## src/rtl/commit_trace_checker_pkg.sv

```systemverilog
// Shared types for the commit trace checker: trace entry layout, FSM states and the entry compare rule.
package commit_trace_checker_pkg;

  localparam int TRACE_ENTRY_W = 70;
  localparam int CNT_W         = 16;

  typedef struct packed {
    logic [31:0] pc;
    logic        wen;
    logic [4:0]  waddr;
    logic [31:0] wdata;
  } trace_entry_t;

  typedef enum logic [1:0] {
    IDLE,
    ACTIVE,
    FAIL,
    HALT
  } state_t;

  // Register x0 is hardwired, so its writeback data carries no information.
  function automatic logic entry_match(trace_entry_t exp_e, trace_entry_t cmt_e);
    logic ok;
    ok = (exp_e.pc == cmt_e.pc) && (exp_e.wen == cmt_e.wen);
    if (exp_e.wen) begin
      ok = ok && (exp_e.waddr == cmt_e.waddr);
      if (exp_e.waddr != 5'd0) ok = ok && (exp_e.wdata == cmt_e.wdata);
    end
    return ok;
  endfunction

endpackage

```

## src/rtl/commit_trace_checker_fifo.sv

```systemverilog
// Expected-trace FIFO; one extra pointer bit separates full from empty, no read bypass.
module trace_fifo
  import commit_trace_checker_pkg::*;
#(
  parameter int DEPTH = 16
) (
  input  logic                     clk,
  input  logic                     rst_n,
  input  logic                     push,
  input  logic [TRACE_ENTRY_W-1:0] push_dat,
  input  logic                     pop,
  output logic [TRACE_ENTRY_W-1:0] head_dat,
  output logic                     full,
  output logic                     empty
);

  localparam int AW = $clog2(DEPTH);
  localparam int PW = AW + 1;

  logic [PW-1:0]            wr_ptr;
  logic [PW-1:0]            rd_ptr;
  logic [TRACE_ENTRY_W-1:0] mem [DEPTH];

  always_ff @(posedge clk) begin
    if (!rst_n) begin
      wr_ptr <= '0;
      rd_ptr <= '0;
    end else begin
      if (push) wr_ptr <= wr_ptr + PW'(1);
      if (pop)  rd_ptr <= rd_ptr + PW'(1);
    end
  end

  always_ff @(posedge clk) begin
    if (push) mem[wr_ptr[AW-1:0]] <= push_dat;
  end

  assign head_dat = mem[rd_ptr[AW-1:0]];
  assign empty    = (wr_ptr == rd_ptr);
  assign full     = ((wr_ptr ^ rd_ptr) == {1'b1, {AW{1'b0}}});

endmodule

```

## config.mk

```make
export PLATFORM = sky130hd
export DESIGN_NAME = trace_fifo
export DESIGN_NICKNAME = d
export VERILOG_FILES = /design/src/rtl/commit_trace_checker_pkg.sv /design/src/rtl/commit_trace_checker_fifo.sv
export SDC_FILE = /design/constraint.sdc
export NUM_CORES = 1
export LEC_CHECK = 0
export CORE_ASPECT_RATIO = 0.75
export CORE_MARGIN = 2
export CORE_UTILIZATION = 64
export CTS_BUF_LIST = sky130_fd_sc_hd__clkbuf_4
export CTS_CLUSTER_SIZE = 16
export DETAILED_ROUTE_END_ITERATION = 16
export PLACE_DENSITY = 0.93
export SKIP_LAST_GASP = 1
export SYNTH_ARGS = -nofsm -noshare
export SYNTH_HDL_FRONTEND = slang
export SYNTH_SLANG_ARGS = --single-unit
```

## constraint.sdc

```tcl
create_clock -name clk -period 10.25 [get_ports clk]
set_clock_uncertainty 0.1 [all_clocks]
set_input_delay 2.5625 -clock clk [delete_from_list [all_inputs] [get_ports clk]]
set_output_delay 2.5625 -clock clk [all_outputs]
set_load 0.01 [all_outputs]
```

==> metrics <==
num rows=81; Global Route Usage Sum=29.8%; PD cells=approximately 200 nW/µm²; vias in the first global route=roughly 23,000; final design utilization=73.6%; core area=65,500 µm²; outcome=completed; mapped cell area=42,600 µm²; Fin Hold WS=0.505 ns; Critical Path AT=about 4.6 ns; die height=227 µm; most frequent cells in the layout=1,120 x edfxtp_1, 411 x clkbuf_4, 280 x mux4_2; RSZ-0062 raised after global routing=no; Tmin final=between 7 and 8 ns; Final #Nets=between 2,000 and 2,500; layout cells sized above 1=32.2%; Clock Sinks=about 1,100; clk_lat worst skew=1.15 ns; Die ar.=around 69,000 µm²; FF-to-FF Start=wr_ptr[2]; vias per cell=6.59; initial antenna violation count=6; hold_buf cts=0; gpl congestion=0.744; post-CTS setup buffers=0; Max Slew Vio Count=0; area grow syn2layout=13.2%; Remaining DRCs=0; largest net degree at the start of global routing=189; CTS clk-pin slew, worst paths=0.08 ns; min-delay src=rd_ptr[4]; register area share after synthesis=79.7%; Root Buffer=clkbuf_4; width of the die=roughly 300 µm; Ys Warns=0; DP Wirelength=49,200 µm; worst slack at placement=4.09 ns; post-route ant nets=0; first-pass GRT wire length=roughly 140,000 µm; critical path required time=between 7 and 8 ns; # IOs=about 150; CTS max path bufs=4; setup violators final=0; wire per inst=about 31 µm; Avg Cell Area, Syn=between 20 and 25 µm²; via count=21,100; Port Buffer Count=145; Iter 0 DRT Violations=between 2,000 and 3,000; setup tns final=0 ns; Seq cells post-synth=1,134; Post-Route WL=99,200 µm; Fmax achieved=~0.14 GHz; maxcap violations=0; Worst-Margin Slew=1.16 ns; final worst slack=2.99 ns; maximum VDD drop=0.159 mV; Slew HR=22.4%; Final Hold Viols=0; TritonCTS Buffers=276; hold crit path type=register to register; Startpoint Class=register; syn_nets=1,867; DRT Pass-1 Iters=6; Leak=15.2 nW; most common cell after layout, fill and taps aside=edfxtp_1; Setup CP Type=register to output pin; post-synthesis cell count=1,788; CP Max Fanout=47; Resized Gates After CTS=0; Setup crit end kind=output pin; distinct cell type count after synthesis=22; H-tree depth=5; Initial Util=65.0%; GR Overflow Total=0; TritonCTS clock tree=yes; Final period util=70.8%
layer usage:
metal | up-vias | GRT usage [%] | routed length, µm
met5 | - | 0 | 13
met4 | 2 | 15.1 | 3700
met3 | 273 | 6.14 | 9730
met2 | 1475 | 49.6 | 51500
met1 | 10800 | 38.1 | 34300
li1 | 8549 | - | -
worst max-delay path, cell delays in order, from the launching register on:
cell and delay [ns]:
dfxtp_4 0.88, buf_4 0.87, mux4_2 0.62, a22oi_1 0.24, nand2_1 0.22, clkdlybuf4s50_1 0.53
worst paths after layout:
kind                        to  slack [ns]  cells after the start
setup / recovery  head_dat[42]        2.99                      5
setup reg to reg     mem[2][8]        7.30                      3
hold reg to reg      rd_ptr[4]        0.51                      2
hold / removal       rd_ptr[4]        0.51                      2
sequential cells by signal (all words and copies together), names as in the netlist, named ones only:
name	count
wr_ptr	5
mem	1120
rd_ptr	5
power by group:
| group | internal, W | switching (W) | leakage (nW) |
|---|---|---|---|
| clock network | 0.00187 | 0.00169 | 1.99 |
| logic | 0.000346 | 0.000350 | 2.97 |
| registers | 0.00515 | 0.0000345 | 10.2 |
per-stage QoR:
stage | instances | area, µm² | total power [W]
2_1_floorplan | 1788 | 42600 | 0.00570
3_3_place_gp | 2733 | 44800 | 0.00594
3_5_place_dp | 2733 | 44800 | 0.00598
4_1_cts | 3185 | 48100 | 0.00950
5_1_grt | 3188 | 48100 | 0.00974
6_report | 3197 | 48200 | 0.00944
area by class of cell:
type                            count  area (µm²)
Tap cell                          871        1090
Sequential cell                  1134       33900
Inverter                            3        12.5
Timing Repair Buffer              171        1680
Clock inverter                     41         206
Multi-Input combinational cell    554        8140
Fill cell                        3456       17300
Clock buffer                      411        3090
Antenna cell                       12        30.0
Yosys cell counts (all sizes together):
cell	instances	area [µm²]
xor2	3	26.3
buf	54	390
and2	25	156
inv	3	11.3
nand4	5	31.3
nor3b	1	7.51
and3	1	6.26
mux2i	2	20.0
nand2	73	274
mux4	280	6310
and3b	1	8.76
a22oi	140	1050
xnor2	10	87.6
clkbuf	43	161
edfxtp	1120	33600
nor2	3	11.3
nor2b	5	31.3
ha	5	62.6
dfxtp	14	280
cells by family (layout without fill, tap and decap cells):
family	after synthesis	in the layout	share of synthesized area, %
muxes	282	282	14.9
AOI/OAI and AO/OA	140	140	2.47
DFF	1134	1134	79.7
and+or+nand+nor	114	114	1.24
adders and majority gates	5	5	0.147
buffers and inverters	100	626	1.32
xor gates and xnor gates	13	13	0.268
other	0	12	0
Note: power is estimated with default switching activity, not from simulation.
